**src/rtl/aes_core_scheduler_pkg.sv**
```systemverilog
// Shared types and constants for the AES engine scheduler.
package aes_pkg;
   localparam int   BLOCK_W  = 128;
   localparam logic MODE_ENC = 1'b0;
   localparam logic MODE_DEC = 1'b1;

   typedef logic [0:BLOCK_W-1] block_t;

   typedef enum logic [1:0] {IDLE, ISSUE, WAIT, RESP} sched_state_e;

   // A requester's offer as captured on grant.
   typedef struct packed {
      logic   mode;
      block_t data;
   } blk_req_t;

   function automatic int nr_of(input int nk);
      return nk + 6;
   endfunction
endpackage

```
**src/rtl/aes_core_scheduler_if.sv**
```systemverilog
// Requester, response and engine-side signals of the scheduler.
interface aes_core_scheduler_if;
   import aes_pkg::*;

   logic   req0_valid, req0_ready, req0_mode;
   block_t req0_data;
   logic   req1_valid, req1_ready, req1_mode;
   block_t req1_data;
   logic   rsp_valid, rsp_ready, rsp_id, rsp_err;
   block_t rsp_data;
   logic   core_start, core_mode, core_done;
   block_t core_data, core_result;

   modport slave (
      input  req0_valid, req0_mode, req0_data,
      input  req1_valid, req1_mode, req1_data,
      input  rsp_ready, core_done, core_result,
      output req0_ready, req1_ready,
      output rsp_valid, rsp_id, rsp_err, rsp_data,
      output core_start, core_mode, core_data
   );

   modport master (
      output req0_valid, req0_mode, req0_data,
      output req1_valid, req1_mode, req1_data,
      output rsp_ready, core_done, core_result,
      input  req0_ready, req1_ready,
      input  rsp_valid, rsp_id, rsp_err, rsp_data,
      input  core_start, core_mode, core_data
   );
endinterface

```
**src/rtl/aes_core_scheduler_rr_grant2.sv**
```systemverilog
// Two-way round-robin arbiter: on a tie the requester not granted last time wins.
module aes_rr_grant2 (
   input  logic valid0,
   input  logic valid1,
   input  logic last_grant,
   output logic grant_id,
   output logic grant_any
);
   assign grant_any = valid0 | valid1;
   assign grant_id  = (valid0 && valid1) ? ~last_grant : valid1;
endmodule

```
**src/rtl/aes_core_scheduler.sv**
```systemverilog
// Time-shares one iterative AES engine between two requesters, one transaction
// in flight, with a watchdog that forces an error response if the engine hangs.
import aes_pkg::*;

module aes_core_scheduler #(
   parameter int Nk      = 4,
   parameter int TIMEOUT = nr_of(Nk) + 21
) (
   input  logic                 clks,
   input  logic                 reset,
   aes_core_scheduler_if.slave  bus
);
   localparam int             WD_W   = $clog2(TIMEOUT + 1);
   localparam logic [WD_W-1:0] WD_MAX = WD_W'(TIMEOUT);

   sched_state_e    state;
   logic            last_grant;
   logic            cur_id;
   logic [WD_W-1:0] wd;

   logic     grant_id, grant_any, accept;
   blk_req_t sel_req;

   aes_rr_grant2 u_grant (
      .valid0     (bus.req0_valid),
      .valid1     (bus.req1_valid),
      .last_grant (last_grant),
      .grant_id   (grant_id),
      .grant_any  (grant_any)
   );

   // Gated by reset so no ready leaks out while the block is held in reset.
   assign accept         = reset && (state == IDLE) && grant_any;
   assign bus.req0_ready = accept && !grant_id;
   assign bus.req1_ready = accept &&  grant_id;

   always_comb begin
      sel_req = grant_id ? {bus.req1_mode, bus.req1_data}
                         : {bus.req0_mode, bus.req0_data};
   end

   always_ff @(posedge clks or negedge reset) begin
      if (!reset) begin
         state          <= IDLE;
         last_grant     <= 1'b1;
         cur_id         <= 1'b0;
         wd             <= '0;
         bus.core_start <= 1'b0;
         bus.core_mode  <= MODE_ENC;
         bus.core_data  <= '0;
         bus.rsp_valid  <= 1'b0;
         bus.rsp_id     <= 1'b0;
         bus.rsp_err    <= 1'b0;
         bus.rsp_data   <= '0;
      end else begin
         bus.core_start <= 1'b0;
         case (state)
            IDLE: begin
               if (grant_any) begin
                  cur_id         <= grant_id;
                  bus.core_mode  <= sel_req.mode;
                  bus.core_data  <= sel_req.data;
                  bus.core_start <= 1'b1;
                  state          <= ISSUE;
               end
            end
            ISSUE: begin
               wd    <= '0;
               state <= WAIT;
            end
            WAIT: begin
               if (wd != WD_MAX) wd <= wd + 1'b1;
               // A done landing on the timeout cycle still delivers the result.
               if (bus.core_done) begin
                  bus.rsp_data  <= bus.core_result;
                  bus.rsp_err   <= 1'b0;
                  bus.rsp_id    <= cur_id;
                  bus.rsp_valid <= 1'b1;
                  state         <= RESP;
               end else if (wd == WD_MAX) begin
                  bus.rsp_data  <= '0;
                  bus.rsp_err   <= 1'b1;
                  bus.rsp_id    <= cur_id;
                  bus.rsp_valid <= 1'b1;
                  state         <= RESP;
               end
            end
            RESP: begin
               if (bus.rsp_ready) begin
                  bus.rsp_valid <= 1'b0;
                  last_grant    <= bus.rsp_id;
                  state         <= IDLE;
               end
            end
            default: state <= IDLE;
         endcase
      end
   end
endmodule

```
**src/flat_wrapper.sv**
```systemverilog
// flat-port wrapper written by rule: the top's interface ports become plain ports
module aes_core_scheduler_flat 
#(
   parameter int Nk      = 4,
   parameter int TIMEOUT = nr_of(Nk) + 21
)
  (clks, reset, bus_req0_valid, bus_req0_mode, bus_req0_data, bus_req1_valid, bus_req1_mode, bus_req1_data, bus_rsp_ready, bus_core_done, bus_core_result, bus_req0_ready, bus_req1_ready, bus_rsp_valid, bus_rsp_id, bus_rsp_err, bus_rsp_data, bus_core_start, bus_core_mode, bus_core_data);
  aes_core_scheduler_if bus_i ();
  input  logic clks;
  input  logic reset;
  input wire logic [$bits(bus_i.req0_valid)-1:0] bus_req0_valid;
  input wire logic [$bits(bus_i.req0_mode)-1:0] bus_req0_mode;
  input wire logic [$bits(bus_i.req0_data)-1:0] bus_req0_data;
  input wire logic [$bits(bus_i.req1_valid)-1:0] bus_req1_valid;
  input wire logic [$bits(bus_i.req1_mode)-1:0] bus_req1_mode;
  input wire logic [$bits(bus_i.req1_data)-1:0] bus_req1_data;
  input wire logic [$bits(bus_i.rsp_ready)-1:0] bus_rsp_ready;
  input wire logic [$bits(bus_i.core_done)-1:0] bus_core_done;
  input wire logic [$bits(bus_i.core_result)-1:0] bus_core_result;
  output wire logic [$bits(bus_i.req0_ready)-1:0] bus_req0_ready;
  output wire logic [$bits(bus_i.req1_ready)-1:0] bus_req1_ready;
  output wire logic [$bits(bus_i.rsp_valid)-1:0] bus_rsp_valid;
  output wire logic [$bits(bus_i.rsp_id)-1:0] bus_rsp_id;
  output wire logic [$bits(bus_i.rsp_err)-1:0] bus_rsp_err;
  output wire logic [$bits(bus_i.rsp_data)-1:0] bus_rsp_data;
  output wire logic [$bits(bus_i.core_start)-1:0] bus_core_start;
  output wire logic [$bits(bus_i.core_mode)-1:0] bus_core_mode;
  output wire logic [$bits(bus_i.core_data)-1:0] bus_core_data;
  assign bus_i.req0_valid = bus_req0_valid;
  assign bus_i.req0_mode = bus_req0_mode;
  assign bus_i.req0_data = bus_req0_data;
  assign bus_i.req1_valid = bus_req1_valid;
  assign bus_i.req1_mode = bus_req1_mode;
  assign bus_i.req1_data = bus_req1_data;
  assign bus_i.rsp_ready = bus_rsp_ready;
  assign bus_i.core_done = bus_core_done;
  assign bus_i.core_result = bus_core_result;
  assign bus_req0_ready = bus_i.req0_ready;
  assign bus_req1_ready = bus_i.req1_ready;
  assign bus_rsp_valid = bus_i.rsp_valid;
  assign bus_rsp_id = bus_i.rsp_id;
  assign bus_rsp_err = bus_i.rsp_err;
  assign bus_rsp_data = bus_i.rsp_data;
  assign bus_core_start = bus_i.core_start;
  assign bus_core_mode = bus_i.core_mode;
  assign bus_core_data = bus_i.core_data;
  aes_core_scheduler #(.Nk(Nk), .TIMEOUT(TIMEOUT)) u_core (.clks(clks), .reset(reset), .bus(bus_i));
endmodule
```
**config.mk**
```make
export PLATFORM = sky130hd
export DESIGN_NAME = aes_core_scheduler_flat
export DESIGN_NICKNAME = d
export VERILOG_FILES = /design/src/rtl/aes_core_scheduler_pkg.sv /design/src/rtl/aes_core_scheduler_if.sv /design/src/rtl/aes_core_scheduler_rr_grant2.sv /design/src/rtl/aes_core_scheduler.sv /design/src/flat_wrapper.sv
export SDC_FILE = /design/constraint.sdc
export NUM_CORES = 1
export LEC_CHECK = 0
export ABC_CLOCK_PERIOD_IN_PS = 5030
export BUFFER_PORTS_ARGS = -buffer_cell sky130_fd_sc_hd__buf_2
export CAP_MARGIN = 15
export CORE_AREA = 2 2 256 258
export CTS_CLUSTER_SIZE = 12
export DETAILED_ROUTE_END_ITERATION = 16
export DIE_AREA = 0 0 258 260
export GPL_ROUTABILITY_DRIVEN = 0
export GPL_TIMING_DRIVEN = 0
export PLACE_DENSITY = 0.44
export SYNTH_ARGS = -nofsm -noshare
export SYNTH_HDL_FRONTEND = slang
export SYNTH_SLANG_ARGS = --single-unit
```
**constraint.sdc**
```tcl
create_clock -name clks -period 5.03 [get_ports clks]
set_input_delay 0.2515 -clock clks [delete_from_list [all_inputs] [get_ports clks]]
set_output_delay 0.2515 -clock clks [all_outputs]
set_load 0.02 [all_outputs]
```
# Yosys cells after proc, flatten, opt, wreduce, memory -nomap -nowiden
# Index checks and enable logic that the tools add are counted.
# Widths: inputs -> output; s select.
dict set report word_totals {
  reg_bits 270
  in_bits 392
  out_inout_bits 263
  word_cells 59
}
dict set report op_classes {
  add_sub_neg 1
  n_eq_ne 9
  n_mux 20
  bitwise 2
  n_reduce_logical 16
}
# op count
set op_table {}
lappend op_table {{$mux 128} 2}
lappend op_table {{$mux 129} 1}
lappend op_table {{$pmux 5 s2} 1}
lappend op_table {{$mux 1} 9}
lappend op_table {{$mux 2} 4}
lappend op_table {{$pmux 2 s4} 1}
lappend op_table {{$reduce_and 2->1} 4}
lappend op_table {{$reduce_and 3->1} 2}
lappend op_table {{$reduce_bool 2->1} 3}
lappend op_table {{$add 5x1->5 const B} 1}
lappend op_table {{$eq 5x5->1 const B} 1}
lappend op_table {{$logic_and 1x1->1} 5}
lappend op_table {{$mux 5} 1}
lappend op_table {{$ne 5x5->1 const B} 1}
lappend op_table {{$eq 2x2->1 const B} 2}
lappend op_table {{$ne 2x1->1 const B} 2}
lappend op_table {{$ne 3x2->1 const B} 1}
lappend op_table {{$eq 2x1->1 const B} 1}
lappend op_table {{$logic_not 2->1} 1}
lappend op_table {{$ne 2x2->1 const B} 1}
lappend op_table {{$pmux 1 s2} 1}
lappend op_table {{$logic_not 1->1} 1}
lappend op_table {{$not 1->1} 1}
lappend op_table {{$or 1x1->1} 1}

# Depth between registers and ports, before layout
dict set report logic_depth {
  ltp_word 4
  ltp_mapped 8
}

# Cells and area by module
# From an unflattened synthesis, not the netlist that was laid out.
dict set report unflattened {
  cells_unflattened 913
  area_unflattened_um2 11254.5
}
# mod instances cells_each area_each_um2 seq_area_each_um2
set modules_own_cells {}
lappend modules_own_cells {aes_core_scheduler 1 911 11240.8 6757.7}
lappend modules_own_cells {aes_rr_grant2 1 2 13.8 0.0}

# Worst setup path after synthesis
# Ideal clock, no wire load.
dict set report synth_path {
  path_kind {reg2reg}
  from {register u_core.wd[0]}
  to {register u_core.bus.rsp_id}
  setup_ns 0.125
  arrival_ns 1.680
  required_ns 4.905
  setup_slack_ns 3.225
  path_stages_with_launch 7
  n_path_buf 1
  period_less_slack_ns 1.805
  cell_sequence {dfrtp_1 > ha_1 > and3_1 > ha_1 > o21ai_2 > buf_2 > mux2_2}
}
dict set report synth_between {
  elab_chain_cells 3
}
# item line_no
set synth_rtl {}
lappend synth_rtl {{from (decl)} aes_core_scheduler.sv:19} ;# logic [WD_W-1:0] wd;
lappend synth_rtl {{from (signal assigned)} aes_core_scheduler.sv:72} ;# if (wd != WD_MAX) wd <= wd + 1'b1;
lappend synth_rtl {{$eq 5x5->1} aes_core_scheduler.sv:80} ;# end else if (wd == WD_MAX) begin
lappend synth_rtl {{$reduce_bool 2->1 (no line)} -}
lappend synth_rtl {{$reduce_and 2->1 (no line)} -}
lappend synth_rtl {{to (signal assigned)} aes_core_scheduler.sv:77} ;# bus.rsp_id <= cur_id;
lappend synth_rtl {{to (signal assigned)} aes_core_scheduler.sv:83} ;# bus.rsp_id <= cur_id;
lappend synth_rtl {{to (decl)} aes_core_scheduler_if.sv:19} ;# output rsp_valid, rsp_id, rsp_err, rsp_data,
# Every way passes these cells.
# A chain may end at the register's enable or synchronous reset.

# Worst setup path after layout
dict set report layout_path {
  from {register u_core.state[0]}
  to {register u_core.bus.core_data[119]}
}
dict set report layout_between {
  elab_chain_cells 2
}
# item line_no
set layout_rtl {}
lappend layout_rtl {{from (decl)} aes_core_scheduler.sv:16} ;# sched_state_e state;
lappend layout_rtl {{from (signal assigned)} aes_core_scheduler.sv:44} ;# state <= IDLE;
lappend layout_rtl {{from (signal assigned)} aes_core_scheduler.sv:64} ;# state <= ISSUE;
lappend layout_rtl {{from (signal assigned)} aes_core_scheduler.sv:69} ;# state <= WAIT;
lappend layout_rtl {{$logic_not 2->1} aes_core_scheduler.sv:57} ;# case (state)
lappend layout_rtl {{$reduce_and 2->1 (no line)} -}
lappend layout_rtl {{to (signal assigned)} aes_core_scheduler.sv:62} ;# bus.core_data <= sel_req.data;
lappend layout_rtl {{to (decl)} aes_core_scheduler_if.sv:20} ;# output core_start, core_mode, core_data
# Every way passes these cells.

==> flow_summary.yaml <==
power_and_ir_drop:
  switching_share_pct: 41.9
  pwr-share-comb_pct: 48.4
  power_frac_clock_pct: 20.3
  cellPowerDensity_nw_per_um2: 620
  ir_worst_vdd_mv: 0.349
  total_power_mw: 12.3
  seqPwrFrac_pct: 31.3
  power.switching_mw: 5.14
  internal-power_mw: 7.13
  cellLeakagePower_nw: 9.67
global_routing:
  grt_start_max_net_pins: 110
  grt_use_total_pct: 14.7
  grt_pass1_wl_um: 76300
  antenna_found_initial: 7
  grt_pass1_vias: 12811
  globalRouteOverflowTotal: 0
clocking:
  cts_tree: "built"
  cts_root_buf: "clkbuf_16"
  cts_setup_buffers: 0
  cts.path.max_buffers: 3
  clock_latency_ns: 0.54
  cts-hold-fix-buffers: 326
  h-tree-depth: 2
  clkTransAtPathRegs_ns: 0.06
  post_cts_resized: 0
  clkSinkCount: 270
  cts_made_buffers: 36
yosys:
  yosysTopAreaCell: "dfrtp_1"
  ys_seq_elements: 270
  async_flop_share_pct: 100
  synth-seq-area-share_pct: 61.5
  synth.most_common_cell: "dfrtp_1"
  synth.avg_cell_area_um2: 10.4
  syn_inst: 1053
  synth.yosys.warnings: 0
  synth_cell_type_count: 30
  synth_fp_nets: 1453
  synthTopCellsByArea: "dfrtp_1 (61%), a21oi_1 (12%), a22o_1 (10%), nand2_1 (4.6%), nor2_1 (4.5%)"
  synth_top_cell_area_share_pct: 61.3
  synthTopCellsByCount: "dfrtp_1 (269), a21oi_1 (260), nand2_1 (136), nor2_1 (133), a22o_1 (130)"
  synth_edf_count: 0
  synth_area_um2: 11000
  synth_top_flop_cell: "dfrtp_1"
layout:
  area_growth_pct: 80.3
  design_area_um2: 19800
  nets: 2473
  drive_above_1_share_pct: 37.7
sta:
  min_period_over_period_pct: 56.7
  relSlewSlack_pct: 31.6
  fin_skew_ns: 0.0262
  rsz0062_at_grt: "false"
  min_period_ns: 2.85
  worst_slew_pin_slew_ns: 1.03
  fmaxAchievable_mhz: 351
  final_max_slew_viol_count: 0
  finalSetupViolations: 0
  fin_worst_hold_slack_ns: 0.0318
  finalHoldViolCount: 0
setup_path:
  crit_path_end_kind: "flip-flop"
  worstSetupStartpoint: "u_core.state[0]"
  r2r-start: "u_core.state[0]"
  crit_path_start_kind: "flip-flop"
  r2r_cells: 9
  crit_fanout: 10
  path_class: "reg -> reg"
  cp.required_ns: 5.49
  worstPathArrival_ns: 3.31
route:
  met2_length_um: 26300
  wl_per_cell_um: 17.6
  drc: 0
  postRouteAntennaNets: 0
  route.vias.total: 12232
  firstDrtPassIters: 5
  vias_per_cell: 4.13
  top_layer: "met4"
  wirelength_um: 52000
  wl_met1_um: 20800
  drtIter0Drc: 700
  wl_met3_um: 3140
floorplanning:
  fp.dieH_um: 260
  ios: 655
  die_w_um: 258
  design.die.area_um2: 67100
  core_um2: 64100
  row_count: 93
  start_util_pct: 17.1
min_path:
  min_from: "bus_req1_data[91]"
  holdPathStages: 3
  hp-class: "in -> reg"
place:
  portBuffers: 654
  dpl.hpwl_um: 38500
  dpl_cell_area_um2: 15400
outcome:
  status: "completed"
job:
  cap_violations: 0
state kept, by name, indices dropped and copies added, names as in the netlist:
register	flops
u_core.cur_id	1
u_core.bus.core_data	128
u_core.bus.rsp_valid	1
u_core.bus.rsp_err	1
u_core.bus.core_start	1
u_core.last_grant	1
u_core.bus.rsp_id	1
u_core.wd	5
u_core.bus.rsp_data	128
u_core.state	2
u_core.bus.core_mode	1
power by group through the flow:
stage          Clock, mW  Sequential (mW)  Combinational, mW
6_report            2.49             3.84               5.94
5_1_grt             2.67             3.96               6.40
4_1_cts             2.57             3.82               5.96
3_5_place_dp           0             3.83               5.29
3_3_place_gp           0             3.83               5.25
2_1_floorplan          0             5.03               1.89
critical path, cell delays in order, from the launching register on:
cell           delay (ns)
dfrtp_1              0.42
inv_1                0.13
ha_1                 0.29
o21ai_2              0.16
inv_2                0.14
buf_2                0.31
buf_2                0.49
nor2_1               0.08
a21oi_1              0.15
dlygate4sd3_1        0.57
stage by stage:
step	std cells	setup TNS [ns]	utilization (%)	setup slack [ns]
floorplan	1053	0	-	3.23
global placement	2562	-451.87	23.9	-1.73
detailed placement	2564	0	24.0	2.62
CTS	2952	0	30.8	2.15
global route	2958	0	30.9	1.93
finish	2960	0	30.9	2.18
path summary, 6_finish.rpt:
check,end,slack (ns)
hold / removal,u_core.bus.core_data[91],0.03
max in group asynchronous,u_core.bus.core_data[38],3.72
hold reg to reg,u_core.bus.rsp_data[127],0.47
setup reg to reg,u_core.bus.core_data[119],2.18
min in group asynchronous,u_core.bus.rsp_data[17],0.24
setup / recovery,u_core.bus.core_data[119],2.18
logic make-up after synthesis:
group | after synthesis | share of synthesized area (%)
compound gates | 402 | 23.1
simple gates | 279 | 9.79
flops | 270 | 61.5
buf+inv | 88 | 4.06
fa+ha+maj | 8 | 0.912
mux | 6 | 0.604
layer usage:
metal / up-vias / global-route usage (%)
li1: 5732 / -
met1: 5922 / 17.6
met2: 474 / 25.8
met3: 104 / 2.89
met4: 0 / 5.64
met5: - / 0
cell usage in the layout, fill, tap and decap left out, drive strengths merged, types with 2 or more instances in the layout:
master       netlist  routed
inv                3       4
nor2b              2       2
and3               3       3
ha                 8       8
buf               71     727
a21o               3       3
clkinvlp           0       2
o21ai              4       4
nand2            136     136
diode              0       8
dlygate4sd3        0     326
clkinv             0       6
clkbuf            14      66
nor2             133     133
a22o             130     130
mux2               5       5
a21oi            260     260
dfrtp            269     269
cell type report:
cell class                      instances  area, um^2
Fill cell                            6762       44300
Sequential cell                       270        6760
Timing Repair Buffer                  982        6600
Multi-Input combinational cell        695        3780
Tap cell                              855        1070
Clock buffer                           52        1030
Buffer                                 85         434
Clock inverter                         10        95.1
Antenna cell                            8        20.0
Inverter                                3        11.3
No activity file was read; power rests on OpenSTA's default activity.
